`src/rtl/multicycle_controller.sv`:
```
// rtl/multicycle_controller.sv - control unit (main FSM, ALU decoder, immediate decoder) for the multicycle RISC-V core
//
// Ports:
//   clk, reset            rising-edge clock, synchronous active-high reset (forces FETCH)
//   op, funct3, funct7b5  instruction fields from the instruction register
//   zero                  ALU zero flag, only honoured in BEQ
//   PCWrite               PC enable: PCUpdate | (Branch & zero)
//   AdrSrc, MemWrite      memory address select and data memory write enable
//   IRWrite               instruction register / OldPC enable
//   ResultSrc             00 ALUOut, 01 Data, 10 ALUResult
//   ALUSrcA, ALUSrcB      ALU operand selects
//   ImmSrc                extend unit select (I/S/B/J)
//   ALUControl            ALU operation
//   RegWrite              register file write enable
//   state                 current FSM state (debug)
module multicycle_controller #(
  parameter int STATE_W = 4
) (
  input  logic               clk,
  input  logic               reset,
  input  logic [6:0]         op,
  input  logic [2:0]         funct3,
  input  logic               funct7b5,
  input  logic               zero,
  output logic               PCWrite,
  output logic               AdrSrc,
  output logic               MemWrite,
  output logic               IRWrite,
  output logic [1:0]         ResultSrc,
  output logic [1:0]         ALUSrcA,
  output logic [1:0]         ALUSrcB,
  output logic [1:0]         ImmSrc,
  output logic [2:0]         ALUControl,
  output logic               RegWrite,
  output logic [STATE_W-1:0] state
);

  localparam logic [6:0] OP_LOAD  = 7'b0000011;
  localparam logic [6:0] OP_STORE = 7'b0100011;
  localparam logic [6:0] OP_RTYPE = 7'b0110011;
  localparam logic [6:0] OP_ITYPE = 7'b0010011;
  localparam logic [6:0] OP_BEQ   = 7'b1100011;
  localparam logic [6:0] OP_JAL   = 7'b1101111;

  typedef enum logic [STATE_W-1:0] {
    FETCH    = STATE_W'(0),
    DECODE   = STATE_W'(1),
    MEMADR   = STATE_W'(2),
    MEMREAD  = STATE_W'(3),
    MEMWB    = STATE_W'(4),
    MEMWRITE = STATE_W'(5),
    EXECUTER = STATE_W'(6),
    ALUWB    = STATE_W'(7),
    EXECUTEI = STATE_W'(8),
    JAL      = STATE_W'(9),
    BEQ      = STATE_W'(10)
  } state_t;

  state_t     state_q;
  state_t     state_d;
  logic       pcupdate;
  logic       branch;
  logic [1:0] aluop;

  always_ff @(posedge clk) begin
    if (reset) begin
      state_q <= FETCH;
    end else begin
      state_q <= state_d;
    end
  end

  always_comb begin
    state_d   = FETCH;
    pcupdate  = 1'b0;
    branch    = 1'b0;
    aluop     = 2'b00;
    AdrSrc    = 1'b0;
    MemWrite  = 1'b0;
    IRWrite   = 1'b0;
    ResultSrc = 2'b00;
    ALUSrcA   = 2'b00;
    ALUSrcB   = 2'b00;
    RegWrite  = 1'b0;
    case (state_q)
      FETCH: begin
        IRWrite   = 1'b1;
        ALUSrcB   = 2'b10;
        ResultSrc = 2'b10;
        pcupdate  = 1'b1;
        state_d   = DECODE;
      end
      DECODE: begin
        // ALU precomputes OldPC + imm so BEQ/JAL find the target in ALUOut
        ALUSrcA = 2'b01;
        ALUSrcB = 2'b01;
        case (op)
          OP_LOAD, OP_STORE: state_d = MEMADR;
          OP_RTYPE:          state_d = EXECUTER;
          OP_ITYPE:          state_d = EXECUTEI;
          OP_BEQ:            state_d = BEQ;
          OP_JAL:            state_d = JAL;
          default:           state_d = FETCH;
        endcase
      end
      MEMADR: begin
        ALUSrcA = 2'b10;
        ALUSrcB = 2'b01;
        state_d = (op == OP_LOAD) ? MEMREAD : MEMWRITE;
      end
      MEMREAD: begin
        AdrSrc  = 1'b1;
        state_d = MEMWB;
      end
      MEMWB: begin
        ResultSrc = 2'b01;
        RegWrite  = 1'b1;
        state_d   = FETCH;
      end
      MEMWRITE: begin
        AdrSrc   = 1'b1;
        MemWrite = 1'b1;
        state_d  = FETCH;
      end
      EXECUTER: begin
        ALUSrcA = 2'b10;
        aluop   = 2'b10;
        state_d = ALUWB;
      end
      EXECUTEI: begin
        ALUSrcA = 2'b10;
        ALUSrcB = 2'b01;
        aluop   = 2'b10;
        state_d = ALUWB;
      end
      ALUWB: begin
        RegWrite = 1'b1;
        state_d  = FETCH;
      end
      BEQ: begin
        ALUSrcA = 2'b10;
        aluop   = 2'b01;
        branch  = 1'b1;
        state_d = FETCH;
      end
      JAL: begin
        // PC <= target held in ALUOut; ALU forms OldPC + 4 for the link write
        ALUSrcA  = 2'b01;
        ALUSrcB  = 2'b10;
        pcupdate = 1'b1;
        state_d  = ALUWB;
      end
      default: state_d = FETCH;
    endcase
  end

  always_comb begin
    case (op)
      OP_STORE: ImmSrc = 2'b01;
      OP_BEQ:   ImmSrc = 2'b10;
      OP_JAL:   ImmSrc = 2'b11;
      default:  ImmSrc = 2'b00;
    endcase
  end

  always_comb begin
    case (aluop)
      2'b01:   ALUControl = 3'b001;
      2'b10: begin
        case (funct3)
          // funct7b5 selects sub only for R-type; addi immediates may set bit 30
          3'b000:  ALUControl = (op[5] & funct7b5) ? 3'b001 : 3'b000;
          3'b010:  ALUControl = 3'b101;
          3'b110:  ALUControl = 3'b011;
          3'b111:  ALUControl = 3'b010;
          default: ALUControl = 3'b000;
        endcase
      end
      default: ALUControl = 3'b000;
    endcase
  end

  assign PCWrite = pcupdate | (branch & zero);
  assign state   = state_q;

endmodule

```
`config.mk`:
```
export PLATFORM = sky130hd
export DESIGN_NAME = multicycle_controller
export DESIGN_NICKNAME = d
export VERILOG_FILES = /design/src/rtl/multicycle_controller.sv
export SDC_FILE = /design/constraint.sdc
export NUM_CORES = 1
export LEC_CHECK = 0
export CORE_MARGIN = 1
export CORE_UTILIZATION = 30
export DETAILED_ROUTE_END_ITERATION = 8
export GPL_TIMING_DRIVEN = 0
export PLACE_DENSITY = 0.69
export SLEW_MARGIN = 10
export SYNTH_ARGS = -nofsm -noshare
export SYNTH_HDL_FRONTEND = slang
export SYNTH_SLANG_ARGS = --single-unit
```
`constraint.sdc`:
```
create_clock -name clk -period 4.05 [get_ports clk]
set_input_delay 0.81 -clock clk [delete_from_list [all_inputs] [get_ports clk]]
set_output_delay 0.81 -clock clk [all_outputs]
set_load 0.05 [all_outputs]
```
==> out/summary.txt, run 1 <==
Status: finished with violations
Failing checks: DRC
Post-synth EDFFs: 0
Peak Freq: 0.2890 GHz
Beginning of the critical path: op[5]
Synth cell count leaders: nor2_1, nand2_1
Final net count: 128
Area after DPL: 855.8 um2
Inst Count DP: 123
Top_reg_cell synth: dfxtp_1
Mapped Cells: 75
Arrival time worst endpoint: 2650 ps
Least-Margin Pin Slew: 501.5 ps
# port buffers: 32
Final instance area: 878.3 um2
Post-route ant nets: 0
CTS tree: yes
Largest family of logic cells by synthesized area: simple AND/OR/NAND/NOR gates
Fillers: 150
DRC viols: 8
Slew headroom: 66.46%
Pwr/cell area: 188.5 nW/um2
Avg Cell Area, Syn: 6.873 um2
Peak supply drop: 120.7 uV
Crit path capture: ImmSrc[0]
Post-Syn Nets: 91
Placed wire-length estimate: 1190 um
Cells on worst reg2reg path: 3
HP Class: flip-flop to flip-flop
Yosys top cell by area: dfxtp_1
Die Area: 1888 um2
Most numerous cell in the Yosys netlist: nor2_1
Post-Route WL: 1524 um
Clk Latency, worst-skew pair: 240 ps
Grt ovf: 0
Mux cell area share after synthesis: 0%
Clk slew on worst S/H paths: 40 ps
Count of clock tree sinks: 4
Number of distinct library cells after synthesis: 38
Post-Syn Area: 515.5 um2
Reg area: 80.08 um2
Synth-to-Final Area Change: 70.39%
Worst R2R End: state[2]
CTS Hold Buffers Added: 0
RePlAce Congestion: 0.7746
DRT iter0 DRCs: 25
Die W: 43.45 um
Core box area: 1559 um2
WS Path Type: input pin to primary output
RSZ-0062 raised after global routing: false
Initial Util: 33.07%
Via count: 684
DIE HEIGHT: 43.45 um
Register area share after synthesis: 15.53%
Initial antenna violation count: 0
Fin crit share: 85.43%
Synthesis Warnings: 0
Top post-synthesis cells by area: dfxtp_1, nor2_1, and4b_1
Share of post-route cells with drive strength above 1: 10.00%
Root buffer cell: clkbuf_4
Async SR Flop Fraction: 0%
Yosys reg bits: 4
Critical path required time: 3240 ps
P_leak: 0.3476 nW
Setup Skew: 7.319 ps
Vias in the first global route: 593
Post-CTS resize count: 0
Fin Setup TNS: 0 ps
Max-slew violations: 0
Post-synthesis compound-gate area fraction: 21.84%
Critical Path End Type: primary output
R2R Path Start: state[2]
Hold Vio Cnt, Final: 0
Core Util, Final: 56.34%
Core Rows: 14
Total track usage: 17.31%
Global-route wire length before repair: 2470 um
Finish-stage setup viols: 0
H-tree depth: 1
Multi-input gate area: 385.4 um2
Tot Pwr: 0.0001656 W
MaxCap Viol Count: 0
Area share of the largest cell type after synthesis: 15.53%
# IOs: 34
Max FFs per register: 4
Adder-Cell Fraction of Synth Area: 4.854%
Xor/xnor share of the synthesized area: 5.097%
WL per Instance: 12.10 um
Number of post-CTS setup repair buffers: 0
Maximum fanout along the worst path: 7
Final Non-Filler Cells: 126
Fin crit period: 3460 ps
Clock Path Buffers: 2
First drt pass iteration count: 6
Post-Synth Simple-Gate Area: 42.96%
CTS buffer count: 3
Number of diodes: 0
Crit start category: input pin
R2r setup slk: 2860 ps
Largest net degree at the start of global routing: 11
Vias per cell: 5.429
## layer usage
layer  vias up  wire length [um]  GRT usage (%)
li1        343                 -              -
met1       305               707          21.97
met2        33               701          28.18
met3         3                88          2.500
met4         0                27          9.375
met5         -                 0              0
## power breakdown
| group | internal, W | switching, W | total (W) |
|---|---|---|---|
| Sequential | 0.0000406 | 0.00000161 | 0.0000422 |
| Combinational | 0.0000297 | 0.0000411 | 0.0000708 |
| Clock | 0.0000333 | 0.0000192 | 0.0000526 |
| Total | 0.000104 | 0.0000620 | 0.000166 |
## how the worst min path moves through the flow
stage / start / cells after the start / slack, ps / end
global placement: state[1] / 3 / 640 / state[2]
finish: state[1] / 3 / 620 / state[2]
CTS: state[1] / 3 / 620 / state[2]
floorplan: state[1] / 3 / 830 / state[2]
global route: state[1] / 3 / 680 / state[2]
detailed placement: state[1] / 3 / 620 / state[2]
## worst max-delay path, stage by stage
cell             delay [ps]
clkdlybuf4s50_1         580
and4b_1                 250
nand4_1                 130
nand2_1                  90
clkdlybuf4s50_1         790
## layout make-up
| type | instances | share of cell area (%) |
|---|---|---|
| Clock buffer | 3 | 2.564 |
| Multi-Input combinational cell | 60 | 43.87 |
| Timing Repair Buffer | 32 | 36.47 |
| Buffer | 6 | 3.561 |
| Sequential cell | 4 | 9.117 |
| Tap cell | 16 | 2.279 |
| Inverter | 5 | 2.137 |
## stage by stage
step	hold WS [ps]	setup WS [ps]
floorplan	825.4	183.8
global placement	643.0	581.3
detailed placement	619.0	597.0
CTS	623.5	584.4
global route	680.4	461.3
finish	623.6	590.0
## layout by cell type (no fill, tap or decap), types with 2 or more instances in the layout
cell and instances:
a211oi_1 2, a21oi_1 4, and4b_1 3, buf_2 4, clkbuf_4 3, clkdlybuf4s50_1 32
dfxtp_1 4, ha_1 2, inv_1 3, inv_2 2, nand2_1 5, nand2b_1 3
nand3_1 4, nor2_1 9, nor3_1 3, o21ai_1 2, xor2_1 2
## kinds of logic (layout without fill, tap and decap cells)
family                   Yosys count  after routing
XOR/XNOR                           3              3
buffers and inverters             11             46
AND/OR/NAND/NOR                   38             38
AO/OA/AOI/OAI                     17             17
flip-flops                         4              4
adder cells (fa/ha/maj)            2              2
(Power assumes the default switching activity.)
==> run 2, diff against run 1 <==
CTS_BUF_LIST = sky130_fd_sc_hd__clkbuf_8 sky130_fd_sc_hd__clkbuf_16   (was default)
==> run 2 against run 1 <==
  * Count of clock-buffer cells in the layout is the same
  * Setup slack gained 2.8 ps
  * Cell count is the same
  * Critical endpoint unchanged
  * Core utilization grew 1.2 points
  * First-iteration DRC count shrank 4.0%
  * The flow still finishes with violations (DRC)
  * Final area grew 2.1%
  * Sequential share of layout area shrank 0.19 points
  * Maximum frequency is essentially flat
  * Flip-flop and latch count is the same
==> out/summary.txt, run 2 (synthesized netlist as in run 1, its figures left out) <==
Core Rows: 14 (unchanged)
Clock Path Buffers: 2 (unchanged)
Cells on worst reg2reg path: 3 (unchanged)
Synth-to-Final Area Change: 74.03% (was 70.39%)
Global-route wire length before repair: 2449 um (was 2470 um)
Multi-input gate area: 385.4 um2 (unchanged)
Slew headroom: 66.46% (unchanged)
Fin crit share: 85.36% (was 85.43%)
Vias in the first global route: 586 (was 593)
Number of diodes: 0 (unchanged)
Status: finished with violations (unchanged)
Hold Path Depth: 3 (unchanged)
DRC viols: 8 (unchanged)
Die W: 43.45 um (unchanged)
Met3 WL: 107 um (was 88 um)
Critical path required time: 3240 ps (about the same)
WS Path Type: input pin to primary output (unchanged)
Clk slew on worst S/H paths: 30 ps (was 40 ps)
Peak Freq: 0.2893 GHz (was 0.2890 GHz)
Hold Vio Cnt, Final: 0 (unchanged)
Maximum fanout along the worst path: 7 (unchanged)
Final net count: 128 (unchanged)
Max layer used: met4 (unchanged)
WL met2: 692 um (was 701 um)
Initial Util: 33.07% (unchanged)
Vias per cell: 5.405 (was 5.429)
Largest net degree at the start of global routing: 11 (unchanged)
WL per Instance: 11.94 um (was 12.10 um)
CTS Hold Buffers Added: 0 (unchanged)
Count of clock tree sinks: 4 (unchanged)
Core box area: 1559 um2 (unchanged)
MaxCap Viol Count: 0 (unchanged)
First drt pass iteration count: 6 (unchanged)
Most frequent cells in the layout: clkdlybuf4s50_1, nor2_1, nand2_1 (unchanged)
Critical Path End Type: primary output (unchanged)
Arrival time worst endpoint: 2650 ps (about the same)
Max FFs per register: 4 (unchanged)
CTS buffer count: 3 (unchanged)
Pwr/cell area: 222.3 nW/um2 (was 188.5 nW/um2)
P_leak: 0.3554 nW (was 0.3476 nW)
DRT iter0 DRCs: 24 (was 25)
Fillers: 144 (was 150)
Crit start category: input pin (unchanged)
RePlAce Congestion: 0.7746 (unchanged)
Number of post-CTS setup repair buffers: 0 (unchanged)
Fin crit period: 3457 ps (was 3460 ps)
Fin Setup TNS: 0 ps (unchanged)
Failing checks: DRC (unchanged)
H-tree depth: 1 (unchanged)
Commonest non-fill, non-tap cell in the layout: clkdlybuf4s50_1 (unchanged)
# port buffers: 32 (unchanged)
Reg area: 80.08 um2 (unchanged)
Post-route ant nets: 0 (unchanged)
Max-slew violations: 0 (unchanged)
Clk Latency, worst-skew pair: 220 ps (was 240 ps)
Peak supply drop: 209.0 uV (was 120.7 uV)
# IOs: 34 (unchanged)
Least-Margin Pin Slew: 501.5 ps (about the same)
Setup Skew: 5.595 ps (was 7.319 ps)
Placed wire-length estimate: 1190 um (unchanged)
Metal-1 WL: 681 um (was 707 um)
Total track usage: 17.05% (was 17.31%)
RSZ-0062 raised after global routing: false (unchanged)
Area after DPL: 855.8 um2 (unchanged)
Root buffer cell: clkbuf_8 (was clkbuf_4)
Post-CTS resize count: 0 (unchanged)
Post-Route WL: 1504 um (was 1524 um)
Share of post-route cells with drive strength above 1: 10.00% (unchanged)
Via count: 681 (was 684)
HP Class: flip-flop to flip-flop (unchanged)
Die Area: 1888 um2 (unchanged)
Finish-stage setup viols: 0 (unchanged)
DIE HEIGHT: 43.45 um (unchanged)
Final instance area: 897.1 um2 (was 878.3 um2)
Grt ovf: 0 (unchanged)
Initial antenna violation count: 0 (unchanged)
CTS tree: yes (unchanged)
-- run 2: cell count changes in the layout (fill, tap and decap cells not counted) --
cell      change
clkbuf_4      -3
clkbuf_8      +3
-- run 2: path summary, 6_finish.rpt --
path                               start   endpoint  slack, ps
worst max-delay path               op[5]  ImmSrc[0]        590
worst min-delay path            state[1]   state[2]        630
worst max register to register  state[2]   state[2]       2870
worst min register to register  state[1]   state[2]        630
-- run 2: where the power goes --
part	total, W	switching [W]	internal, W
combinational	0.0000708	0.0000411	0.0000297
sequential	0.0000423	0.00000161	0.0000407
clock	0.0000864	0.0000229	0.0000635
-- run 2: final cells by class --
class / count / area share [%]
multi-input combinational: 60 / 42.96
timing repair buffer: 32 / 35.70
sequential: 4 / 8.926
clock buffer: 3 / 4.603
buffer: 6 / 3.487
tap: 16 / 2.232
inverter: 5 / 2.092
-- run 2: metrics by stage --
stage          utilization [%]    power, W  setup slack (ps)  hold WS, ps  instances
5_1_grt                  57.54   0.0002066             488.1        683.2        126
3_5_place_dp             54.90   0.0001135             597.0        619.0        123
3_3_place_gp             54.90   0.0001128             581.3        643.0        123
6_report                 57.54   0.0001995             592.8        625.9        126
4_1_cts                  57.54   0.0001998             584.4        624.7        126
2_1_floorplan                -  0.00008395             183.8        825.4         75
-- run 2: worst max-delay path: stages --
cell and delay [ps]:
clkdlybuf4s50_1 570, and4b_1 250, nand4_1 130, nand2_1 90, clkdlybuf4s50_1 790
-- run 2: layer usage --
metal / up-vias / GRT usage, %
li1: 344 / -
met1: 303 / 21.97
met2: 32 / 28.18
met3: 2 / 2.500
met4: 0 / 7.500
met5: - / 0
==> run 3, diff against run 2 <==
ABC_AREA = 0   (was default)
==> results of run 3 <==
The final DEF is identical to that of run 2; final timing and power are the same.
